**src/rtl/mem_port_arbiter_if.sv**
```systemverilog
// Request, response and SRAM signals shared between the IFU/LSU requesters,
// the memory port arbiter and the unified single-port SRAM.
interface mem_port_arbiter_if;
  // Instruction fetch side
  logic        ifu_req;
  logic [31:0] ifu_addr;
  logic        ifu_cancel;
  logic        ifu_gnt;
  logic        ifu_rvalid;
  logic [31:0] ifu_rdata;
  // Load/store side
  logic        lsu_req;
  logic [3:0]  lsu_we;
  logic [31:0] lsu_addr;
  logic [31:0] lsu_wdata;
  logic        lsu_gnt;
  logic        lsu_rvalid;
  logic [31:0] lsu_rdata;
  // SRAM side
  logic        mem_en;
  logic [3:0]  mem_we;
  logic [31:0] mem_addr;
  logic [31:0] mem_wdata;
  logic [31:0] mem_rdata;
  // Status
  logic        busy;

  // Arbiter view: serves requests and owns the SRAM strobes
  modport slave (
    input  ifu_req, ifu_addr, ifu_cancel,
    input  lsu_req, lsu_we, lsu_addr, lsu_wdata,
    input  mem_rdata,
    output ifu_gnt, ifu_rvalid, ifu_rdata,
    output lsu_gnt, lsu_rvalid, lsu_rdata,
    output mem_en, mem_we, mem_addr, mem_wdata,
    output busy
  );

  // Requester/SRAM-model view
  modport master (
    output ifu_req, ifu_addr, ifu_cancel,
    output lsu_req, lsu_we, lsu_addr, lsu_wdata,
    output mem_rdata,
    input  ifu_gnt, ifu_rvalid, ifu_rdata,
    input  lsu_gnt, lsu_rvalid, lsu_rdata,
    input  mem_en, mem_we, mem_addr, mem_wdata,
    input  busy
  );
endinterface

```
**src/rtl/mem_port_arbiter.sv**
```systemverilog
// Memory port arbiter: shares one single-port SRAM between instruction fetch
// and load/store. One access at a time: grant (IDLE) -> one-cycle SRAM strobe
// (ISSUE) -> fixed read latency (WAIT) -> one-cycle rvalid to the owner.
// Loads/stores win over fetches until STARVE_MAX consecutive data grants have
// been given while a fetch waits; a fetch result can be dropped on redirect.
module mem_port_arbiter #(
  parameter int RD_LAT     = 1,
  parameter int STARVE_MAX = 4
) (
  input  logic              cpu_clk,
  input  logic              cpu_rstn,
  mem_port_arbiter_if.slave bus
);

  typedef enum logic [1:0] {
    IDLE  = 2'd0,
    ISSUE = 2'd1,
    WAIT  = 2'd2
  } state_t;

  localparam logic [2:0] LAT_LOAD   = 3'(RD_LAT - 1);
  localparam logic [3:0] STARVE_LIM = 4'(STARVE_MAX);

  state_t      r_state;
  state_t      w_state_next;
  logic [3:0]  r_starve_cnt;
  logic [2:0]  r_lat_cnt;
  logic        r_owner_ifu;
  logic        r_drop;
  logic [31:0] r_addr;
  logic [31:0] r_wdata;
  logic [3:0]  r_we;
  logic        r_ifu_rvalid;
  logic [31:0] r_ifu_rdata;
  logic        r_lsu_rvalid;
  logic [31:0] r_lsu_rdata;

  logic        w_idle;
  logic        w_lsu_gnt;
  logic        w_ifu_gnt;
  logic        w_any_gnt;
  logic        w_done;
  logic        w_drop_now;
  logic        w_mem_en;
  logic [3:0]  w_mem_we;

  // Grants are only ever given from IDLE; data wins unless the fetch side has
  // already been passed over STARVE_MAX times in a row.
  assign w_idle     = (r_state == IDLE);
  assign w_lsu_gnt  = w_idle & bus.lsu_req & (~bus.ifu_req | (r_starve_cnt < STARVE_LIM));
  assign w_ifu_gnt  = w_idle & bus.ifu_req & ~w_lsu_gnt;
  assign w_any_gnt  = w_lsu_gnt | w_ifu_gnt;
  assign w_done     = (r_state == WAIT) && (r_lat_cnt == 3'd0);
  // A cancel in the last WAIT cycle must still suppress the result.
  assign w_drop_now = r_drop | bus.ifu_cancel;

  // State register
  always_ff @(posedge cpu_clk) begin
    if (!cpu_rstn) begin
      r_state <= IDLE;
    end else begin
      r_state <= w_state_next;
    end
  end

  // Next state and SRAM strobes; the strobe is asserted only in ISSUE
  always_comb begin
    w_state_next = r_state;
    w_mem_en     = 1'b0;
    w_mem_we     = 4'h0;
    case (r_state)
      IDLE: begin
        if (w_any_gnt) begin
          w_state_next = ISSUE;
        end
      end
      ISSUE: begin
        w_state_next = WAIT;
        w_mem_en     = 1'b1;
        w_mem_we     = r_we;
      end
      WAIT: begin
        if (r_lat_cnt == 3'd0) begin
          w_state_next = IDLE;
        end
      end
      default: begin
        w_state_next = IDLE;
      end
    endcase
  end

  // Latch the winner's request; address/data then hold until the next grant
  always_ff @(posedge cpu_clk) begin
    if (!cpu_rstn) begin
      r_owner_ifu <= 1'b0;
      r_addr      <= 32'h0;
      r_wdata     <= 32'h0;
      r_we        <= 4'h0;
    end else if (w_any_gnt) begin
      r_owner_ifu <= w_ifu_gnt;
      r_addr      <= w_ifu_gnt ? bus.ifu_addr : bus.lsu_addr;
      r_wdata     <= w_ifu_gnt ? 32'h0 : bus.lsu_wdata;
      r_we        <= w_ifu_gnt ? 4'h0 : bus.lsu_we;
    end
  end

  // Read-latency counter: loaded while the SRAM is strobed, counts down in WAIT
  always_ff @(posedge cpu_clk) begin
    if (!cpu_rstn) begin
      r_lat_cnt <= 3'd0;
    end else if (r_state == ISSUE) begin
      r_lat_cnt <= LAT_LOAD;
    end else if ((r_state == WAIT) && (r_lat_cnt != 3'd0)) begin
      r_lat_cnt <= r_lat_cnt - 3'd1;
    end
  end

  // Drop flag: any cancel from the fetch grant through the last WAIT cycle
  always_ff @(posedge cpu_clk) begin
    if (!cpu_rstn) begin
      r_drop <= 1'b0;
    end else if (w_any_gnt) begin
      r_drop <= w_ifu_gnt & bus.ifu_cancel;
    end else if (!w_idle && r_owner_ifu && bus.ifu_cancel) begin
      r_drop <= 1'b1;
    end
  end

  // Return path: capture SRAM data for the owner and pulse its rvalid once
  always_ff @(posedge cpu_clk) begin
    if (!cpu_rstn) begin
      r_ifu_rvalid <= 1'b0;
      r_ifu_rdata  <= 32'h0;
      r_lsu_rvalid <= 1'b0;
      r_lsu_rdata  <= 32'h0;
    end else begin
      r_ifu_rvalid <= 1'b0;
      r_lsu_rvalid <= 1'b0;
      if (w_done) begin
        if (r_owner_ifu) begin
          if (!w_drop_now) begin
            r_ifu_rvalid <= 1'b1;
            r_ifu_rdata  <= bus.mem_rdata;
          end
        end else begin
          r_lsu_rvalid <= 1'b1;
          // Stores complete with a zero word; the SRAM read value is ignored
          r_lsu_rdata  <= (r_we == 4'h0) ? bus.mem_rdata : 32'h0;
        end
      end
    end
  end

  // Anti-starvation counter: counts data grants taken while a fetch waits
  always_ff @(posedge cpu_clk) begin
    if (!cpu_rstn) begin
      r_starve_cnt <= 4'd0;
    end else if (w_idle) begin
      if (w_ifu_gnt || !bus.ifu_req) begin
        r_starve_cnt <= 4'd0;
      end else if (w_lsu_gnt && (r_starve_cnt != 4'hF)) begin
        r_starve_cnt <= r_starve_cnt + 4'd1;
      end
    end
  end

  assign bus.ifu_gnt    = w_ifu_gnt;
  assign bus.lsu_gnt    = w_lsu_gnt;
  assign bus.ifu_rvalid = r_ifu_rvalid;
  assign bus.ifu_rdata  = r_ifu_rdata;
  assign bus.lsu_rvalid = r_lsu_rvalid;
  assign bus.lsu_rdata  = r_lsu_rdata;
  assign bus.mem_en     = w_mem_en;
  assign bus.mem_we     = w_mem_we;
  assign bus.mem_addr   = r_addr;
  assign bus.mem_wdata  = r_wdata;
  assign bus.busy       = ~w_idle;

endmodule

```
**src/flat_wrapper.sv**
```systemverilog
// flat-port wrapper written by rule: the top's interface ports become plain ports
module mem_port_arbiter_flat 
#(
  parameter int RD_LAT     = 1,
  parameter int STARVE_MAX = 4
)
  (cpu_clk, cpu_rstn, bus_ifu_req, bus_ifu_addr, bus_ifu_cancel, bus_lsu_req, bus_lsu_we, bus_lsu_addr, bus_lsu_wdata, bus_mem_rdata, bus_ifu_gnt, bus_ifu_rvalid, bus_ifu_rdata, bus_lsu_gnt, bus_lsu_rvalid, bus_lsu_rdata, bus_mem_en, bus_mem_we, bus_mem_addr, bus_mem_wdata, bus_busy);
  mem_port_arbiter_if bus_i ();
  input  logic cpu_clk;
  input  logic cpu_rstn;
  input wire logic [$bits(bus_i.ifu_req)-1:0] bus_ifu_req;
  input wire logic [$bits(bus_i.ifu_addr)-1:0] bus_ifu_addr;
  input wire logic [$bits(bus_i.ifu_cancel)-1:0] bus_ifu_cancel;
  input wire logic [$bits(bus_i.lsu_req)-1:0] bus_lsu_req;
  input wire logic [$bits(bus_i.lsu_we)-1:0] bus_lsu_we;
  input wire logic [$bits(bus_i.lsu_addr)-1:0] bus_lsu_addr;
  input wire logic [$bits(bus_i.lsu_wdata)-1:0] bus_lsu_wdata;
  input wire logic [$bits(bus_i.mem_rdata)-1:0] bus_mem_rdata;
  output wire logic [$bits(bus_i.ifu_gnt)-1:0] bus_ifu_gnt;
  output wire logic [$bits(bus_i.ifu_rvalid)-1:0] bus_ifu_rvalid;
  output wire logic [$bits(bus_i.ifu_rdata)-1:0] bus_ifu_rdata;
  output wire logic [$bits(bus_i.lsu_gnt)-1:0] bus_lsu_gnt;
  output wire logic [$bits(bus_i.lsu_rvalid)-1:0] bus_lsu_rvalid;
  output wire logic [$bits(bus_i.lsu_rdata)-1:0] bus_lsu_rdata;
  output wire logic [$bits(bus_i.mem_en)-1:0] bus_mem_en;
  output wire logic [$bits(bus_i.mem_we)-1:0] bus_mem_we;
  output wire logic [$bits(bus_i.mem_addr)-1:0] bus_mem_addr;
  output wire logic [$bits(bus_i.mem_wdata)-1:0] bus_mem_wdata;
  output wire logic [$bits(bus_i.busy)-1:0] bus_busy;
  assign bus_i.ifu_req = bus_ifu_req;
  assign bus_i.ifu_addr = bus_ifu_addr;
  assign bus_i.ifu_cancel = bus_ifu_cancel;
  assign bus_i.lsu_req = bus_lsu_req;
  assign bus_i.lsu_we = bus_lsu_we;
  assign bus_i.lsu_addr = bus_lsu_addr;
  assign bus_i.lsu_wdata = bus_lsu_wdata;
  assign bus_i.mem_rdata = bus_mem_rdata;
  assign bus_ifu_gnt = bus_i.ifu_gnt;
  assign bus_ifu_rvalid = bus_i.ifu_rvalid;
  assign bus_ifu_rdata = bus_i.ifu_rdata;
  assign bus_lsu_gnt = bus_i.lsu_gnt;
  assign bus_lsu_rvalid = bus_i.lsu_rvalid;
  assign bus_lsu_rdata = bus_i.lsu_rdata;
  assign bus_mem_en = bus_i.mem_en;
  assign bus_mem_we = bus_i.mem_we;
  assign bus_mem_addr = bus_i.mem_addr;
  assign bus_mem_wdata = bus_i.mem_wdata;
  assign bus_busy = bus_i.busy;
  mem_port_arbiter #(.RD_LAT(RD_LAT), .STARVE_MAX(STARVE_MAX)) u_core (.cpu_clk(cpu_clk), .cpu_rstn(cpu_rstn), .bus(bus_i));
endmodule
```
**config.mk**
```make
export PLATFORM = sky130hd
export DESIGN_NAME = mem_port_arbiter_flat
export DESIGN_NICKNAME = d
export VERILOG_FILES = /design/src/rtl/mem_port_arbiter_if.sv /design/src/rtl/mem_port_arbiter.sv /design/src/flat_wrapper.sv
export SDC_FILE = /design/constraint.sdc
export NUM_CORES = 1
export LEC_CHECK = 0
export BUFFER_PORTS_ARGS = -buffer_cell sky130_fd_sc_hd__buf_4
export CAP_MARGIN = 20
export CORE_MARGIN = 10
export CORE_UTILIZATION = 41
export CTS_CLUSTER_DIAMETER = 100
export CTS_CLUSTER_SIZE = 25
export DETAILED_ROUTE_END_ITERATION = 8
export GPL_TIMING_DRIVEN = 0
export PLACE_DENSITY_LB_ADDON = 0.2
export SYNTH_ARGS = -nofsm -noshare
export SYNTH_HDL_FRONTEND = slang
export SYNTH_SLANG_ARGS = --single-unit
```
**constraint.sdc**
```tcl
create_clock -name cpu_clk -period 1.6 [get_ports cpu_clk]
set_input_delay 0.24 -clock cpu_clk [delete_from_list [all_inputs] [get_ports cpu_clk]]
set_output_delay 0.24 -clock cpu_clk [all_outputs]
set_load 0.1 [all_outputs]
```
=== Word level (Yosys, flattened, before mapping) ===
Cells that the tools add are included.

* Word-level logic and storage cells: 70
* Output and inout port bits: 138
* Flip-flop bits (word level): 145
* Bits of input ports: 137

* $lt $le $gt $ge: 1
* Bitwise logic cells: 14
* Add/sub/neg operators: 2
* Reduce and logical (&&, ||, !) cells: 21
* Mux-type cells: 15
* Eq/ne operators: 5

{| class="wikitable"
|+ Operators by type and width
! kind !! number
|-
| $mux W32 || 3
|-
| $mux W4 || 4
|-
| $reduce_and A2 Y1 || 4
|-
| $not A1 Y1 || 6
|-
| $pmux W2 S3 || 1
|-
| $reduce_and A3 Y1 || 2
|-
| $and A1 B1 Y1 || 5
|-
| $logic_and A1 B1 Y1 || 5
|-
| $mux W1 || 5
|-
| $add A4 B1 Y4 const B || 1
|-
| $logic_not A4 Y1 || 1
|-
| $lt A4 B3 Y1 const B || 1
|-
| $mux W2 || 2
|-
| $ne A2 B2 Y1 const B || 2
|-
| $ne A4 B4 Y1 const B || 1
|-
| $reduce_bool A2 Y1 || 2
|-
| $logic_not A3 Y1 || 1
|-
| $or A1 B1 Y1 || 3
|-
| $reduce_bool A3 Y1 || 1
|-
| $sub A3 B1 Y3 const B || 1
|-
| $eq A2 B1 Y1 const B || 1
|-
| $eq A2 B2 Y1 const B || 1
|-
| $logic_not A1 Y1 || 2
|-
| $logic_not A2 Y1 || 1
|-
| 2 further kinds || 2
|}

=== Depth between registers and ports, before layout ===
* Word-level depth: 8
* Gate-level depth with buffers: 8
* Gate-level depth less buffers: 6

=== Least setup slack after synthesis ===
Ideal clock, no wire load.

* Path type: reg2out
* From: register u_core.r_state[0]
* To: output bus_mem_we[0]
* Slack: -1.488 ns
* Stages on the path, launching flop included: 4
* Buffers on the path: 1
* Arrival: 2.848 ns
* Data required time: 1.360 ns
* Cell sequence: dfxtp_1 buf_2 nor2b_1 and2_1

* Longest elaborated chain between the ends: 2

{| class="wikitable"
|+ RTL lines
! what !! RTL line !! RTL
|-
| start: declaration || mem_port_arbiter.sv:24 || <nowiki>state_t r_state;</nowiki>
|-
| start signal: assignment || mem_port_arbiter.sv:62 || <nowiki>r_state <= w_state_next;</nowiki>
|-
| $eq A2 B1 Y1 || mem_port_arbiter.sv:71 || <nowiki>case (r_state)</nowiki>
|-
| $mux W4 || mem_port_arbiter.sv:71 ||
|-
| end: declaration || flat_wrapper.sv:26 || <nowiki>output wire logic [$bits(bus_i.mem_we)-1:0] bus_mem_we;</nowiki>
|}

No other way between the ends.

=== Worst setup path after layout ===
* From: register u_core.r_state[1]
* To: output bus_ifu_gnt

* Longest elaborated chain between the ends: 5
* Elaborated cells between the ends (all ways): 6
* Classes of those cells: 5 x bitwise; 1 x reduce/logical

{| class="wikitable"
|+ RTL lines
! what !! RTL line !! RTL
|-
| $logic_not A2 Y1 * || mem_port_arbiter.sv:49 || <nowiki>assign w_idle = (r_state == IDLE);</nowiki>
|-
| $and A1 B1 Y1 (2 in a row) || mem_port_arbiter.sv:50 || <nowiki>assign w_lsu_gnt = w_idle & bus.lsu_req & (~bus.ifu_req | (r_starve_cnt < STARVE_LIM));</nowiki>
|-
| $not A1 Y1 || mem_port_arbiter.sv:51 || <nowiki>assign w_ifu_gnt = w_idle & bus.ifu_req & ~w_lsu_gnt;</nowiki>
|-
| $and A1 B1 Y1 * || mem_port_arbiter.sv:51 ||
|-
| end: declaration || flat_wrapper.sv:19 || <nowiki>output wire logic [$bits(bus_i.ifu_gnt)-1:0] bus_ifu_gnt;</nowiki>
|}

Every way passes the cells marked *; elsewhere a longest branch is shown, timed or not.

==> metrics.sh <==
N_ANTENNA_CELL=0
YS_DOMINANT_REG_CELL='dfxtp_1'
CELLPOWERDENSITY_nW_PER_UM2=1110
FIRST_ITER_VIOLATIONS=240
CELLS_AFTER_DPL=1031
WORST-ENDPOINT-ARRIVAL_PS=1690
WORSTPATHMAXFANOUT=3
PLACED_CELL_AREA_SQ_UM=7890
TIMING_HOLD_VIOLATIONS_FINAL=0
GRT_FIRST_PASS_WIRELENGTH_MM=29.6
NUM_ROWS=42
ANTENNA_FOUND_INITIAL=0
WORST-ENDPOINT-REQUIRED_PS=1360
ASYNC_FLOP_SHARE=0
HPWLAFTERDP_MM=15.2
CRIT_PATH_END_KIND='output port'
CTS_TREE='done'
SYNTH_WARNINGS=0
FINAL_ESTIMATED_ROUTING_CONGESTION_IN_GLOBAL_PLACEMENT=0.819
GATE_COUNT_OF_THE_MAPPED_NETLIST=581
AREA_GROWTH_SYN_TO_LAYOUT_PCT=64.1
DIEAREA_SQ_UM=18600
CLK_PATH_BUF_DEPTH=2
ROUTED_VIA_DENSITY=4.97
DIE_H_UM=137
GRT_MAX_DEGREE=17
COREAREA_SQ_UM=13300
PERIOD_NEEDED_PS=1930
WORST_PIN_SLEW_PS=498
CAP_VIOLATIONS=0
SYNTH_ENABLE_FLOP_CELLS=0
SYNTHESIS.AREA_SQ_UM=5570
PORT-BUFFER-COUNT=274
CTS_INSERTED_BUFFERS=17
HOLD_WS_PS=35.8
FINAL_CRITICAL_PATH_SETUP_SLACK_PS=-329
TIMING.CLOCK.SKEW_PS=8.30
YOSYS_REGISTER_BITS=145
SETUP_REPAIR_AFTER_GLOBAL_ROUTING_MISSED_ITS_MARGIN='yes'
RUN_STATUS='complete, but fails checks'
DRC_ERRORS=0
CTS_ROOT_BUFFER='clkbuf_16'
POWER.LEAKAGE_nW=3.98
POST_SYNTH.CELL_AREA_AVG_SQ_UM=9.59
CTS_NUM_SINKS=145
CTS_MAX_LEVEL=4
POSTROUTEWIRELENGTH_MM=19.7
GLOBALROUTE.TOTALOVERFLOW=0
PROPORTION_OF_LAYOUT_CELLS_WITH_A_DRIVE_SUFFIX_ABOVE_1=0.442
FIN_NETS=1040
COUNT_OF_DIFFERENT_CELL_MASTERS_AFTER_SYNTHESIS=38
CTS_HOLD_BUF=0
FIRST_GLOBAL_VIAS=5720
CTS.REPORTEDPATHS.CLKPINSLEW_PS=60
FINAL_CELL_MIX='286 x buf_4, 142 x dfxtp_1, 101 x nand2_1, 37 x a22o_1, 33 x a21boi_0'
CRITICAL_PATH.STARTPOINT_TYPE='register'
MAXIMUM_FREQUENCY_FROM_STATIC_TIMING_ANALYSIS_MHz=519
WL_CELL_UM=18.2
FINALSETUPVIOLCOUNT=57
FINAL.PERIOD_UTILIZATION=1.21
VIAS=5405
VIOLATED_CHECKS='setup timing'
NUMBER_OF_STANDARD_CELLS_IN_THE_FINAL_LAYOUT_EXCLUDING_FILLERS=1087
TRACK_USAGE=0.200
MOST_COMMON_CELL_AFTER_LAYOUT_FILL_AND_TAPS_ASIDE='buf_4'
PATH_TYPE_OF_THE_WORST_SETUP_PATH='register to output port'
WORST_IR_DROP_VDD_mV=0.623
SLEW_HEADROOM=0.668
HOLD_CLASS='input port to register'
WORST_SKEW_PAIR.LATE_LATENCY_PS=410
IO-PIN-COUNT=275
CHIP_WIDTH_UM=137
INITIAL_UTILIZATION=0.419
SYNTH_FP_NETS=721
DRV_SLEW=0
FINAL_AREA_SQ_UM=9140
SYNTH_SEQUENTIAL_AREA_RATIO=0.521
POSTROUTEANTENNANETS=0
DETAILEDROUTE.FIRSTPASSITERATIONCOUNT=4
flip-flops by register name, indices dropped and copies added, names as in the netlist:
| name | cells |
|---|---|
| u_core.r_starve_cnt | 4 |
| u_core.r_drop | 1 |
| u_core.bus.mem_addr | 32 |
| u_core.r_state | 2 |
| u_core.bus.ifu_rdata | 32 |
| u_core.bus.mem_wdata | 32 |
| u_core.bus.lsu_rvalid | 1 |
| u_core.bus.ifu_rvalid | 1 |
| u_core.bus.lsu_rdata | 32 |
| u_core.r_owner_ifu | 1 |
| u_core.r_we | 4 |
| u_core.r_lat_cnt | 3 |
path summary, 6_finish.rpt:
path,from,to,slack [ps],cells after the start
max,u_core.r_state[1],bus_ifu_gnt,-330,5
min,bus_lsu_wdata[16],u_core.bus.mem_wdata[16],40,2
max reg2reg,u_core.r_state[1],u_core.bus.mem_addr[8],-230,8
min reg2reg,u_core.bus.mem_addr[11],u_core.bus.mem_addr[11],450,2
kinds of logic (layout without fill, tap and decap cells):
family / after synthesis / after routing / synth area share
AND/OR/NAND/NOR: 199 / 199 / 0.170
flip-flops: 145 / 145 / 0.521
AO/OA/AOI/OAI: 150 / 150 / 0.194
multiplexers: 32 / 32 / 0.0575
buffers and inverters: 52 / 382 / 0.0499
adder cells (fa/ha/maj): 3 / 3 / 0.00674
cell usage after synthesis, types with 2 or more instances:
library cell / count / area [sq um]
buf_2: 12 / 60.1
and3_1: 2 / 12.5
o21a_1: 2 / 15.0
nand2_1: 101 / 379
buf_12: 3 / 60.1
nor4_1: 2 / 12.5
nor2_1: 6 / 22.5
inv_1: 5 / 18.8
clkbuf_1: 28 / 105
mux2i_1: 32 / 320
a22o_1: 37 / 324
dfxtp_1: 145 / 2900
nand2b_1: 33 / 206
nor2b_1: 5 / 31.3
a21boi_0: 54 / 405
ha_1: 3 / 37.5
o21ai_0: 10 / 50.1
buf_6: 2 / 22.5
a21oi_1: 3 / 15.0
a21boi_1: 11 / 82.6
o21ai_1: 25 / 125
nand3_1: 34 / 170
and2_1: 11 / 68.8
layer usage:
layer / vias up / part of all wire / wire (um) / global-route usage
met3: 28 / 0.12 / 2470 / 0.102
met1: 2523 / 0.37 / 7240 / 0.207
met2: 221 / 0.49 / 9700 / 0.342
li1: 2633 / - / - / -
met4: 0 / 0.017 / 333 / 0.0710
met5: - / 0 / 0 / 0
per-stage QoR:
step | TNS (ps) | utilization | total power [mW] | setup WS [ps]
6_report | -6920 | 0.687 | 10.2 | -329
3_3_place_gp | -26020 | 0.593 | 6.37 | -451
4_1_cts | -9680 | 0.670 | 10.1 | -409
3_5_place_dp | -32640 | 0.593 | 6.39 | -496
2_1_floorplan | -4070 | - | 5.66 | -116
5_1_grt | -12080 | 0.687 | 10.5 | -380
worst max-delay path, cell delays in order (launching register included):
cell and delay (ps):
dfxtp_2 340, or3b_4 400, a21oi_4 140, buf_6 120
buf_12 100, buf_16 160
where the power goes:
part	internal [mW]	switching [mW]
clock network	2.15	1.46
registers	3.79	0.111
logic	0.837	1.81
total	6.78	3.38
area by class of cell:
type                       instances  area, sq um
clock inverter                    10         88.8
timing repair buffer             304         2510
inverter                           6         25.0
sequential                       145         2910
buffer                            42          362
tap                              176          220
fill                            1035         4160
clock buffer                      20          447
multi-input combinational        384         2570
what timing repair did:
action,CTS,global route
buffers inserted,17,9
gates cloned,2,3
resized for setup,104,45
setup endpoints to repair,144,147
pin swaps,21,20
No activity file was read; power rests on OpenSTA's default activity.
